### config.mk
export PLATFORM = sky130hd
export DESIGN_NAME = cmd_ctrl
export DESIGN_NICKNAME = d
export VERILOG_FILES = /design/src/rtl/cmd_ctrl.sv
export SDC_FILE = /design/constraint.sdc
export NUM_CORES = 1
export LEC_CHECK = 0
export BUFFER_PORTS_ARGS = -buffer_cell sky130_fd_sc_hd__buf_2
export CAP_MARGIN = 20
export CORE_MARGIN = 5
export CORE_UTILIZATION = 47
export CTS_BUF_LIST = sky130_fd_sc_hd__clkbuf_4
export DETAILED_ROUTE_END_ITERATION = 8
export PLACE_DENSITY = 0.78
export SYNTH_ARGS = -nofsm -noshare
export SYNTH_HDL_FRONTEND = slang
export SYNTH_SLANG_ARGS = --single-unit
### constraint.sdc
create_clock -name clk -period 1.7 [get_ports clk]
set_clock_uncertainty 0.2 [all_clocks]
set_input_delay 0.17 -clock clk [delete_from_list [all_inputs] [get_ports clk]]
set_output_delay 0.17 -clock clk [all_outputs]
set_load 0.01 [all_outputs]
### src/rtl/cmd_ctrl.sv
// Byte-oriented command decoder: turns rx bytes into register-file writes/reads
// and ALU operations, and streams the responses back. Optional macro: CMD_TIMEOUT_EN.
module cmd_ctrl #(
  parameter int DATA_WIDTH     = 8,
  parameter int ADDR_WIDTH     = 4,
  parameter int TIMEOUT_CYCLES = 1024
) (
  input  logic                    clk,
  input  logic                    rst,
  input  logic [DATA_WIDTH-1:0]   rx_data,
  input  logic                    rx_valid,
  output logic                    WrEn,
  output logic                    RdEn,
  output logic [ADDR_WIDTH-1:0]   address,
  output logic [DATA_WIDTH-1:0]   WrData,
  input  logic [DATA_WIDTH-1:0]   RdData,
  input  logic                    RdData_Valid,
  output logic                    alu_en,
  output logic [3:0]              alu_fun,
  input  logic [2*DATA_WIDTH-1:0] alu_out,
  input  logic                    alu_out_valid,
  output logic [DATA_WIDTH-1:0]   tx_data,
  output logic                    tx_valid,
  input  logic                    tx_ready,
  output logic                    frame_err
);

  localparam logic [DATA_WIDTH-1:0] CMD_WR     = DATA_WIDTH'(8'hAA);
  localparam logic [DATA_WIDTH-1:0] CMD_RD     = DATA_WIDTH'(8'hBB);
  localparam logic [DATA_WIDTH-1:0] CMD_ALU_OP = DATA_WIDTH'(8'hCC);
  localparam logic [DATA_WIDTH-1:0] CMD_ALU    = DATA_WIDTH'(8'hDD);

  typedef enum logic [3:0] {
    IDLE, WR_ADDR, WR_DATA, RD_ADDR, RD_WAIT,
    ALU_A, ALU_B, ALU_FUN, ALU_WAIT, TX_LO, TX_HI
  } state_t;

  state_t                  state, state_nx;
  logic                    wr_en_nx, rd_en_nx, alu_en_nx, tx_valid_nx;
  logic [ADDR_WIDTH-1:0]   address_nx;
  logic [DATA_WIDTH-1:0]   wr_data_nx, tx_data_nx, hi_byte, hi_byte_nx;
  logic [3:0]              alu_fun_nx;
  logic                    timeout;
  logic                    tx_fire;

  assign tx_fire = tx_valid && tx_ready;

`ifdef CMD_TIMEOUT_EN
  localparam int CNT_W = $clog2(TIMEOUT_CYCLES + 1);
  logic [CNT_W-1:0] cnt, cnt_nx;
  logic             receiving;

  assign receiving = state inside {WR_ADDR, WR_DATA, RD_ADDR, ALU_A, ALU_B, ALU_FUN};

  // Silence is only counted while a frame is being received; any byte restarts it.
  always_comb begin
    cnt_nx  = '0;
    timeout = 1'b0;
    if (receiving && !rx_valid) begin
      if (cnt == CNT_W'(TIMEOUT_CYCLES - 1)) timeout = 1'b1;
      else                                   cnt_nx  = cnt + 1'b1;
    end
  end

  always_ff @(posedge clk or negedge rst) begin
    if (!rst) begin
      cnt       <= '0;
      frame_err <= 1'b0;
    end else begin
      cnt       <= cnt_nx;
      frame_err <= timeout;
    end
  end
`else
  logic unused_timeout_cfg;
  assign unused_timeout_cfg = ^TIMEOUT_CYCLES;
  assign timeout            = 1'b0;
  assign frame_err          = 1'b0;
`endif

  always_comb begin
    state_nx    = state;
    wr_en_nx    = 1'b0;
    rd_en_nx    = 1'b0;
    alu_en_nx   = 1'b0;
    address_nx  = address;
    wr_data_nx  = WrData;
    alu_fun_nx  = alu_fun;
    tx_valid_nx = tx_valid;
    tx_data_nx  = tx_data;
    hi_byte_nx  = hi_byte;
    if (timeout) begin
      state_nx = IDLE;
    end else begin
      case (state)
        IDLE: if (rx_valid) begin
          if      (rx_data == CMD_WR)     state_nx = WR_ADDR;
          else if (rx_data == CMD_RD)     state_nx = RD_ADDR;
          else if (rx_data == CMD_ALU_OP) state_nx = ALU_A;
          else if (rx_data == CMD_ALU)    state_nx = ALU_FUN;
        end
        WR_ADDR: if (rx_valid) begin
          address_nx = rx_data[ADDR_WIDTH-1:0];
          state_nx   = WR_DATA;
        end
        WR_DATA: if (rx_valid) begin
          wr_data_nx = rx_data;
          wr_en_nx   = 1'b1;
          state_nx   = IDLE;
        end
        RD_ADDR: if (rx_valid) begin
          address_nx = rx_data[ADDR_WIDTH-1:0];
          rd_en_nx   = 1'b1;
          state_nx   = RD_WAIT;
        end
        RD_WAIT: if (RdData_Valid) begin
          tx_data_nx  = RdData;
          tx_valid_nx = 1'b1;
          state_nx    = TX_HI;
        end
        // Operands land at fixed register addresses 0 and 1 for the ALU.
        ALU_A: if (rx_valid) begin
          address_nx = '0;
          wr_data_nx = rx_data;
          wr_en_nx   = 1'b1;
          state_nx   = ALU_B;
        end
        ALU_B: if (rx_valid) begin
          address_nx = ADDR_WIDTH'(1);
          wr_data_nx = rx_data;
          wr_en_nx   = 1'b1;
          state_nx   = ALU_FUN;
        end
        ALU_FUN: if (rx_valid) begin
          alu_fun_nx = rx_data[3:0];
          alu_en_nx  = 1'b1;
          state_nx   = ALU_WAIT;
        end
        ALU_WAIT: if (alu_out_valid) begin
          tx_data_nx  = alu_out[DATA_WIDTH-1:0];
          hi_byte_nx  = alu_out[2*DATA_WIDTH-1:DATA_WIDTH];
          tx_valid_nx = 1'b1;
          state_nx    = TX_LO;
        end
        TX_LO: if (tx_fire) begin
          tx_data_nx = hi_byte;
          state_nx   = TX_HI;
        end
        TX_HI: if (tx_fire) begin
          tx_valid_nx = 1'b0;
          state_nx    = IDLE;
        end
        default: state_nx = IDLE;
      endcase
    end
  end

  always_ff @(posedge clk or negedge rst) begin
    if (!rst) begin
      state    <= IDLE;
      WrEn     <= 1'b0;
      RdEn     <= 1'b0;
      alu_en   <= 1'b0;
      address  <= '0;
      WrData   <= '0;
      alu_fun  <= '0;
      tx_valid <= 1'b0;
      tx_data  <= '0;
      hi_byte  <= '0;
    end else begin
      state    <= state_nx;
      WrEn     <= wr_en_nx;
      RdEn     <= rd_en_nx;
      alu_en   <= alu_en_nx;
      address  <= address_nx;
      WrData   <= wr_data_nx;
      alu_fun  <= alu_fun_nx;
      tx_valid <= tx_valid_nx;
      tx_data  <= tx_data_nx;
      hi_byte  <= hi_byte_nx;
    end
  end

endmodule

======== Yosys cells after proc, flatten, opt, wreduce, memory -nomap -nowiden ========
Cells that the tools add are included.
word-level totals
  word-level logic and storage cells ...... 82
  latch bits .............................. 0
  bits in read-only memories .............. 0
  output and inout port bits .............. 29
  register bits after elaboration ......... 40
  bits of input ports ..................... 38
  memory bits (writable) .................. 0
  memories ................................ 0
cells by class
  bitwise operators ....................... 0
  shift operators ......................... 0
  $add $sub $neg .......................... 0
  order comparisons ....................... 0
  reductions and logical operators ........ 14
  div/mod/pow operators ................... 0
  equal/unequal tests ..................... 27
  muxes and demuxes ....................... 31
  multiply operators ...................... 0
operators with widths
  operator              count
  $mux W4               17
  $pmux W4 S11          1
  $eq A8 B8 Y1 const B  4
  $mux W8               3
  $pmux W8 S3           1
  $ne A2 B2 Y1 const B  11
  $eq A4 B3 Y1 const B  4
  $eq A4 B4 Y1 const B  3
  $pmux W4 S3           1
  $reduce_and A12 Y1    1
  $reduce_and A4 Y1     3
  $reduce_bool A3 Y1    3
  $eq A4 B2 Y1 const B  2
  $mux W1               7
  $reduce_and A2 Y1     3
  $ne A5 B5 Y1 const B  1
  $eq A4 B1 Y1 const B  1
  $logic_not A4 Y1      1
  $pmux W1 S3           1
  $reduce_or A3 Y1      1
  $ne A2 B1 Y1 const B  1
  $reduce_or A2 Y1      1
  $logic_and A1 B1 Y1   1

======== Longest topological paths before layout ========
Gate-level depths: netlist of the first run.
  depth in word-level cells ............... 7
  mapped depth ............................ 6
  depth with buffers taken out ............ 4

======== Worst setup path before layout of the first run ========
No wires, ideal clock.
  path type ............................... reg-to-reg
  from .................................... register state[0]
  to ...................................... register state[1]
  buffers on the path ..................... 1
  clock period less this slack ............ 1.799 ns
  data arrival time ....................... 1.471 ns
  library setup time ...................... 0.128 ns
  cell stages (with the launch flop) ...... 6
  path slack .............................. -0.099 ns
  data required time ...................... 1.372 ns
  path through ............................ dfrtp_1 buf_2 or3_1 a211oi_1 o21bai_1 mux2_1
between the ends
  word-level cells in the longest chain between the ends .. 3
  elaborated cells on any way between the ends .. 25
  those cells by class .................... eq/ne: 22; mux: 1; reduce/logical: 2
ends and longest elaborated chain
  item                                                    line  RTL
  start: declaration                                      38    state_t state, state_nx;
  start signal: assignment                                171   state <= state_nx;
  $logic_not A4 Y1, or another cell as far along          95    case (state)
  $ne A5 B5 Y1 (no line) or $ne A2 B2 Y1 (tied branches)  -
  $reduce_and A12 Y1 (no line)                            -
Several ways; a longest one is shown, not always the timed one.
A chain may end at the register's enable or synchronous reset.

======== Final worst setup path of the first run ========
  from .................................... register state[3]
  to ...................................... register tx_data[7]
between the ends
  word-level cells in the longest chain between the ends .. 3
  elaborated cells on any way between the ends .. 9
  those cells by class .................... eq/ne: 6; mux: 1; reduce/logical: 2
ends and longest elaborated chain
  item                                                          line  RTL
  $eq A4 B4 Y1 or $eq A4 B3 Y1 (tied branches)                  95
  $ne A2 B2 Y1 (no line) or $reduce_bool A3 Y1 (tied branches)  -
  $reduce_and A4 Y1 (no line)                                   -
  end signal: assignment                                        179   tx_data <= tx_data_nx;
  end: declaration                                              22    output logic [DATA_WIDTH-1:0] tx_data,
Several ways; a longest one is shown, not always the timed one.

==> results_dict.tcl, run 1 <==
set metrics [dict create \
    status "complete, but fails checks" \
    violations "negative setup slack" \
    slew_headroom 0.6646 \
    fin_util 0.8013 \
    cap_violations 0 \
    clkTransAtPathRegs_ps 150 \
    hold_start "rx_valid" \
    finalSetupViolCount 32 \
    intPower_mw 3.499 \
    critPathMaxStageDelay_ps 500 \
    place_congestion 0.8413 \
    crit_path_end_kind "flip-flop" \
    area_delta_synth_final_pct 61.64 \
    antenna_found_initial 0 \
    dp_hpwl_um 3535 \
    die_w_um 75.65 \
    core-area_um2 4086 \
    start_util 0.4957 \
    final_area_um2 3274 \
    rr_endpoint "tx_data[7]" \
    hold_class "input port to flip-flop" \
    grt_max_degree 41 \
    viasPerCell 5.610 \
    avgRoutedWirePerCell_um 19.55 \
    clkLatencyLatePin_ps 380 \
    layout-drive-gt1-share 0.5417 \
    grt_remaining_overflow 0 \
    path_cells "nor3b_2 -> o21ai_4 -> and3_4 -> mux2i_1" \
    synthesis.nets 221 \
    cp.buffers_inverters 0 \
    netSwitchingFraction 0.3948 \
    grt_pass1_wl_um 10090 \
    n_antenna_cell 0 \
    worst_hold_path.endpoint "state[2]" \
    die-area_um2 5723 \
    clock_sinks 40 \
    hold_slack_ps 38.29 \
    first_pass_iters 5 \
    seqPwrFrac 0.299 \
    numCtsBuffers 5 \
    ant_nets 0 \
    power.density_nw_per_um2 1766 \
    root_buffer "clkbuf_4" \
    ys_ff_latch 40 \
    first_iter_violations 147 \
    yosys.area.top_type "dfrtp_1" \
    ys_seq_area_frac 0.4941 \
    p_clk_frac 0.110 \
    htree_levels 2 \
    slew_violations 0 \
    comb_power_share 0.592 \
    synth-async-reset-ratio 1.000 \
    slowest_stage "dfrtp_2" \
    ys_warn_count 0 \
    grt_usage 0.2415 \
    drc 0 \
    rsz0062_at_grt "true" \
    placed_cell_area_um2 2619 \
    synth_edf_count 0 \
    layout.nets 349 \
    cts_tree "built" \
    synth.avg_cell_area_um2 11.07 \
    irDropWorstVdd_mv 0.8015 \
    synth_ff_type "dfrtp_1" \
    final.setup.tns_ps -1253 \
    synth.area.top_cells "dfrtp_1 49%, mux2_2 11%, mux2i_1 9.9%, nand2_1 3.3%, inv_1 2.6%" \
    rrSetupSlack_ps -110 \
    p_total_mw 5.782 \
    period_needed_ps 1809 \
    hold_viol 0 \
    leakagePower_nw 1.630 \
    ff2ff_path_depth 4 \
    worst_ep_required_time_ps 1780 \
    start_kind "flip-flop" \
    hold_depth 4 \
    rows 23 \
    synth.distinct_cells 44 \
    arrival_ps 1890 \
    fmax_mhz 552.8 \
    finalWorstSetupSlack_ps -109.1 \
    synthCells 183 \
    grt_pass1_vias 2061 \
    syn-cell-area_um2 2026 \
    r2r_start "state[3]" \
    crit_type "flip-flop to flip-flop" \
    layout_worst_path_cycle_share 1.064 \
    die_h_um 75.65 \
    numPortBuffers 65 \
    io_pins 67 \
    clockBufferDepth 2 \
    power_switching_mw 2.283 \
    synth_top_area_share 0.4941 \
    vias 2031 \
    worst_pin_slew_ps 503.1 \
    drt-total-wl_um 7078 \
    path_max_fanout 8 \
    crit_family "simple AND/OR/NAND/NOR gates" \
    fillers 235 \
]
-- stage by stage --
| stage | std cells | worst slack, ps |
|---|---|---|
| after floorplan | 183 | -50.81 |
| after global placement | 314 | -195.3 |
| after detailed placement | 314 | -224.7 |
| after CTS | 357 | -16.32 |
| after global routing | 362 | -150.0 |
| final | 362 | -109.1 |
-- layout make-up --
class | instances | area, um^2 | share of cell area
multi-input cells | 118 | 1132 | 0.3458
flip-flops and latches | 40 | 1003 | 0.3065
repair buffers | 131 | 944.7 | 0.2885
well taps | 50 | 62.56 | 0.01911
inverters | 15 | 56.30 | 0.01720
clock buffers | 5 | 37.54 | 0.01146
clock inverters | 3 | 37.54 | 0.01146
-- what timing repair did --
item                                    4_1_cts  5_1_grt
hold endpoints to repair                     70        0
gates resized for setup                      21       39
gates cloned                                  0        1
pin swaps                                     7       11
endpoints found under the setup margin       21       37
hold buffers                                 27        0
buffers inserted                              9        5
-- synthesized netlist by cell type (2+ instances only) --
| master | count |
|---|---|
| or4bb_1 | 2 |
| mux2i_1 | 20 |
| a21boi_0 | 2 |
| nor2_1 | 4 |
| mux2_2 | 20 |
| a21o_1 | 2 |
| nand2_1 | 18 |
| nor3b_1 | 2 |
| inv_1 | 14 |
| nand4_1 | 2 |
| dfrtp_1 | 40 |
| buf_2 | 7 |
| clkbuf_1 | 2 |
| mux2_1 | 2 |
| a31oi_1 | 2 |
| xor2_1 | 3 |
| nand2b_1 | 3 |
| a211oi_1 | 2 |
| o21ai_0 | 9 |
| nand3_1 | 3 |
-- sequential cells by signal, summed over array words and instances (netlist names), 4 cells and up --
signal / cells
tx_data: 8
hi_byte: 8
WrData: 8
address: 4
alu_fun: 4
state: 4
-- cells by family (layout without fill, tap and decap cells) --
kind of cell           Yosys count  in the layout  synth area share
AND/OR/NAND/NOR                 42             42            0.1099
multiplexers                    42             42            0.2211
flip-flops                      40             40            0.4941
XOR/XNOR                         4              4           0.01730
AO/OA/AOI/OAI                   29             29            0.1031
buffers and inverters           25            154           0.05250
other                            1              1          0.001851
-- cell usage in the layout (no fill, tap or decap), types with 2 or more instances in the layout --
master,n
a211oi_2,2
a21o_1,2
buf_2,64
buf_4,28
buf_6,11
clkbuf_4,5
clkinv_1,2
dfrtp_1,38
dfrtp_2,2
dlygate4sd3_1,27
inv_1,13
inv_2,2
mux2_2,16
mux2_4,6
mux2i_1,19
nand2_1,16
nand2b_1,2
nand3_2,3
nand4_1,2
nor2_1,2
nor3b_4,2
o21ai_0,2
o21ai_1,2
o21ai_2,5
-- layer usage --
metal / vias to the layer above / routed length (um) / GRT usage
met2: 110 / 3607 / 0.4199
li1: 888 / - / -
met5: - / 0 / 0
met4: 0 / 269 / 0.1068
met3: 25 / 512 / 0.06464
met1: 1008 / 2689 / 0.2779
-- power by group through the flow --
stage	registers, mW	logic [mW]	clock network [mW]
final	1.73	3.42	0.635
after detailed placement	1.69	2.50	0
after global placement	1.68	2.44	0
after CTS	1.67	2.85	0.622
after floorplan	1.79	1.46	0
after global routing	1.77	3.64	0.673
-- worst reg2reg max path, cell delays in order (launching register included) --
cell	delay [ps]
dfrtp_2	500
nor3b_2	210
o21ai_4	240
and3_4	320
mux2i_1	260
-- worst max path at each step --
stage / startpoint / endpoint / slack, ps / cells after the start
2_1_floorplan: rx_data[2] / state[0] / -50 / 4
3_3_place_gp: rx_data[2] / state[0] / -200 / 5
3_5_place_dp: rx_data[2] / state[1] / -220 / 5
4_1_cts: state[0] / state[1] / -20 / 6
5_1_grt: state[3] / tx_data[7] / -150 / 4
6_report: state[3] / tx_data[7] / -110 / 4
Power figures use the tool's default switching activity.
==> run 2, diff against run 1 <==
ABC_AREA = 1   (was not set)
==> results_dict.tcl, run 2 <==
set metrics [dict create \
    rows 24 \
    syn-cell-area_um2 2102 \
    mostFrequentLayoutCells "98 x nand2_1, 65 x buf_2, 37 x dfrtp_1, 34 x dlygate4sd3_1, 19 x o21ai_0" \
    clockBufferDepth 2 \
    fillers 279 \
    avgRoutedWirePerCell_um 16.67 \
    p_total_mw 4.923 \
    yosysMostFrequentCell "nand2_1" \
    comb_power_share 0.533 \
    synth_commonest_cells "102 x nand2_1, 40 x dfrtp_1, 21 x o21ai_0, 19 x inv_1, 19 x nand3_1" \
    htree_levels 2 \
    path_cells "nor2_4 -> inv_4 -> nor2_4 -> buf_4 -> nor2_1 -> o21ai_0 -> nand2_1 -> nand2_1 -> nand2_1" \
    arrival_ps 1860 \
    grt_pass1_wl_um 10030 \
    first_iter_violations 232 \
    area_delta_synth_final_pct 48.04 \
    synth.distinct_cells 24 \
    ff_latch_area_um2 1005 \
    clkLatencyLatePin_ps 350 \
    vias 2402 \
    crit_type "flip-flop to flip-flop" \
    r2r_start "state[2]" \
    hold_slack_ps 88.42 \
    ys_ff_latch 40 \
    numPortBuffers 65 \
    drc 0 \
    dp_hpwl_um 3939 \
    root_buffer "clkbuf_4" \
    clock_sinks 40 \
    viasPerCell 5.535 \
    synth.avg_cell_area_um2 8.085 \
    slowest_stage "dfrtp_2" \
    critical_path.endpoint "tx_valid" \
    synth_top_area_share 0.4762 \
    grt_pass1_vias 2143 \
    multiInputGateArea_um2 1066 \
    synthesis.nets 298 \
    antenna_found_initial 0 \
    critPathMaxStageDelay_ps 490 \
    path_max_fanout 6 \
    start_util 0.4828 \
    ff2ff_path_depth 9 \
    power.density_nw_per_um2 1582 \
    core-area_um2 4354 \
    period_needed_ps 1808 \
    final.setup.tns_ps -746.4 \
    p_clk_frac 0.124 \
    grt_max_degree 21 \
    placed_cell_area_um2 2504 \
    yosys.area.top_type "dfrtp_1" \
    ant_nets 0 \
    reg.largest.list "WrData: 8 flops, hi_byte: 8 flops, tx_data: 8 flops" \
    startpoint "state[2]" \
    synth_edf_count 0 \
    netSwitchingFraction 0.4376 \
    die_w_um 76.88 \
    leakagePower_nw 1.675 \
    crit_path_end_kind "flip-flop" \
    status "complete, but fails checks" \
    synth_ff_type "dfrtp_1" \
    drt-total-wl_um 7236 \
    violations "negative setup slack" \
    grt_usage 0.2092 \
    seqPwrFrac 0.343 \
    clkTransAtPathRegs_ps 120 \
    start_kind "flip-flop" \
    worst_ep_required_time_ps 1750 \
    final_area_um2 3112 \
    place_congestion 0.8318 \
    layout-drive-gt1-share 0.3622 \
    die_h_um 76.88 \
    rsz0062_at_grt "true" \
    synth-async-reset-ratio 1.000 \
    final_common_cell "nand2_1" \
    cts_tree "built" \
    fmax_mhz 553.1 \
    first_pass_iters 6 \
    layout_worst_path_cycle_share 1.063 \
    finalWorstSetupSlack_ps -107.9 \
    grt_remaining_overflow 0 \
    synthCells 260 \
    irDropWorstVdd_mv 0.6952 \
    preCtsSetupSlack_ps -9.996 \
    rr_endpoint "tx_valid" \
    slew_violations 0 \
    ys_warn_count 0 \
    synth.area.top_cells "dfrtp_1 48%, nand2_1 18%, mux2_4 5.7%, o21ai_0 5.0%, nand3_1 4.5%" \
    rrSetupSlack_ps -110 \
    ys_seq_area_frac 0.4762 \
    cpMostUsedCell "nand2_1" \
    hold_class "input port to async pin" \
    hold_viol 0 \
    io_pins 67 \
    layout.nets 418 \
    power_switching_mw 2.154 \
    die-area_um2 5910 \
    intPower_mw 2.769 \
    numCtsBuffers 5 \
    finalSetupViolCount 20 \
    cap_violations 0 \
]
run 2: cell count changes after synthesis, sizes merged, moves of 3 or more:
cell / previous run / this run
mux2i: 20 / 0
inv: 15 / 23
a211oi: 3 / 0
xor2: 3 / 0
nand3: 3 / 20
o21ai: 10 / 31
nor2: 4 / 23
buf: 8 / 3
nand2b: 3 / 0
nor3b: 3 / 0
mux2: 22 / 8
nand2: 18 / 105
run 2: power by group through the flow:
stage | clock (mW) | sequential (mW) | combinational [mW]
floorplan | 0 | 1.78 | 1.28
global placement | 0 | 1.64 | 2.01
detailed placement | 0 | 1.67 | 2.08
CTS | 0.619 | 1.65 | 2.20
global route | 0.657 | 1.73 | 2.83
finish | 0.613 | 1.69 | 2.62
run 2: layout make-up:
| class | instances | area share |
|---|---|---|
| antenna | 1 | 0.0008042 |
| tap | 52 | 0.02091 |
| timing repair buffer | 116 | 0.2602 |
| clock inverter | 3 | 0.01206 |
| multi-input combinational | 194 | 0.3426 |
| inverter | 23 | 0.02855 |
| sequential | 40 | 0.3229 |
| clock buffer | 5 | 0.01206 |
run 2: layer usage:
layer | up-vias | global-route usage | share of wire
met5 | - | 0 | 0
met4 | 0 | 0.1311 | 0.063
met2 | 173 | 0.3311 | 0.49
met3 | 55 | 0.04684 | 0.074
li1 | 1069 | - | -
met1 | 1105 | 0.2564 | 0.37
run 2: per-stage QoR:
stage	util	instances
4_1_cts	0.6750	422
6_report	0.7147	434
3_5_place_dp	0.5750	379
2_1_floorplan	-	260
3_3_place_gp	0.5750	379
5_1_grt	0.7141	433
run 2: kinds of logic (layout without fill, tap and decap cells):
family | after synthesis | count (layout) | synth area share
mux | 8 | 8 | 0.05715
buf+inv | 26 | 147 | 0.05357
other cells | 1 | 2 | 0.001784
flops | 40 | 40 | 0.4762
simple gates | 151 | 151 | 0.3185
compound gates | 34 | 34 | 0.09286
run 2: how the worst min path moves through the flow:
stage,to,depth (start not counted)
2_1_floorplan,RdEn,0
3_3_place_gp,WrData[7],1
4_1_cts,WrData[7],2
6_report,WrData[3],2
3_5_place_dp,WrData[7],1
5_1_grt,hi_byte[3],3
run 2: critical path, delay by kind of cell (launching register included):
kind	cells	cell delay, ps
buffers and inverters	2	220
AOI/OAI and AO/OA	1	110
and+or+nand+nor	6	680
DFF	1	490
run 2: repair_timing:
action,CTS,global route
pin swaps,1,10
buffers inserted,1,11
hold buffers,34,0
resized for setup,4,29
gates cloned,0,0
endpoints found under the setup margin,13,29
hold endpoints to repair,75,0
==> run 3, diff against run 2 <==
RECOVER_POWER = 25   (was not set)
==> results_dict.tcl, run 3 (synthesis results as in run 2) <==
set metrics [dict create \
    vias 2408 \
    period_needed_ps 1804 \
    dp_hpwl_um 3939 \
    intPower_mw 2.768 \
    grt_pass1_wl_um 10030 \
    comb_power_share 0.533 \
    layout_worst_path_cycle_share 1.061 \
    avgRoutedWirePerCell_um 16.77 \
    core-area_um2 4354 \
    hold_slack_ps 90.31 \
    layout-drive-gt1-share 0.3596 \
    placed_cell_area_um2 2504 \
    leakagePower_nw 1.671 \
    p_total_mw 4.922 \
    numPortBuffers 65 \
    htree_levels 2 \
    netSwitchingFraction 0.4377 \
    area_delta_synth_final_pct 47.86 \
    drt-total-wl_um 7277 \
    antenna_found_initial 0 \
    clkTransAtPathRegs_ps 120 \
    crit_family "simple AND/OR/NAND/NOR gates" \
    irDropWorstVdd_mv 0.6942 \
    first_pass_iters 6 \
    die_h_um 76.88 \
    final_area_um2 3108 \
    ant_nets 0 \
    crit_path_end_kind "flip-flop" \
    slew_violations 0 \
    clock_sinks 40 \
    power_switching_mw 2.154 \
    grt_remaining_overflow 0 \
    grt_pass1_vias 2143 \
    violations "negative setup slack" \
    first_iter_violations 232 \
    start_util 0.4828 \
    root_buffer "clkbuf_4" \
    rsz0062_at_grt "true" \
    arrival_ps 1860 \
    path_max_fanout 6 \
    status "complete, but fails checks" \
    grt_usage 0.2092 \
    critPathMaxStageDelay_ps 490 \
    finalWorstSetupSlack_ps -104.0 \
    die_w_um 76.88 \
    io_pins 67 \
    worst_pin_slew_ps 551.9 \
    drc 0 \
    hold_viol 0 \
    finalSetupViolCount 19 \
    crit_type "flip-flop to flip-flop" \
    rows 24 \
    grt_max_degree 21 \
    clockBufferDepth 2 \
    seqPwrFrac 0.343 \
    clkLatencyLatePin_ps 350 \
    die-area_um2 5910 \
    mostFrequentLayoutCells "98 x nand2_1, 65 x buf_2, 37 x dfrtp_1, 34 x dlygate4sd3_1, 19 x o21ai_0" \
    path_cells "nor2_4 -> inv_4 -> nor2_4 -> buf_4 -> nor2_1 -> o21ai_0 -> nand2_1 -> nand2_1 -> nand2_1" \
    final.setup.tns_ps -830.6 \
    final_common_cell "nand2_1" \
    slew_headroom 0.6321 \
    hold_class "input port to async pin" \
    fmax_mhz 554.3 \
    worst_ep_required_time_ps 1750 \
    layout.nets 418 \
    power.density_nw_per_um2 1584 \
    start_kind "flip-flop" \
    cap_violations 0 \
    cts_tree "built" \
    slowest_stage "dfrtp_2" \
    p_clk_frac 0.124 \
    reg.largest.list "WrData: 8 flops, hi_byte: 8 flops, tx_data: 8 flops" \
    place_congestion 0.8318 \
    cp.buffers_inverters 2 \
    cpMostUsedCell "nand2_1" \
    numCtsBuffers 5 \
    viasPerCell 5.548 \
]
## run 3: changes by cell type in the layout (fill, tap and decap cells not counted), sizes merged
cell and change:
clkbuf +1, buf -1
## run 3: layout make-up
type,count,area (um^2)
clock inverter,3,37.54
clock buffer,5,37.54
inverter,23,88.84
fill,280,1246
sequential,40,1005
timing repair buffer,116,805.8
multi-input combinational,194,1066
tap,52,65.06
antenna,1,2.502
## run 3: power by group through the flow
stage               clock network, mW  logic [mW]  registers, mW
floorplan                           0        1.28           1.78
global placement                    0        2.01           1.64
detailed placement                  0        2.08           1.67
CTS                             0.619        2.20           1.65
global route                    0.657        2.83           1.73
finish                          0.612        2.62           1.69
## run 3: worst paths after layout
check / slack [ps] / end / startpoint / cells past startpoint
setup reg to reg: -100 / tx_valid / state[2] / 9
hold reg to reg: 300 / tx_data[7] / tx_data[7] / 2
max in group asynchronous: 400 / RdEn / rst / 3
min in group clk: 90 / hi_byte[3] / alu_out_valid / 3
hold / removal: 90 / WrData[3] / rst / 2
setup / recovery: -100 / tx_valid / state[2] / 9
## run 3: repair_timing
item | in CTS | in global routing
pin swaps | 1 | 10
hold endpoints to repair | 75 | 0
setup buffers | 1 | 11
hold buffers | 34 | 0
gates resized for setup | 4 | 29
endpoints found under the setup margin | 13 | 29
cloned | 0 | 0
## run 3: per-stage QoR
stage          instances    util  setup slack (ps)
5_1_grt              433  0.7132            -156.9
4_1_cts              422  0.6750             14.11
3_3_place_gp         379  0.5750             35.70
6_report             434  0.7138            -104.0
2_1_floorplan        260       -             163.8
3_5_place_dp         379  0.5750            -9.996
## run 3: metal layers
layer / global-route usage / routed length [um]
met4: 0.1311 / 447
met5: 0 / 0
met3: 0.04684 / 532
met1: 0.2564 / 2746
met2: 0.3311 / 3550
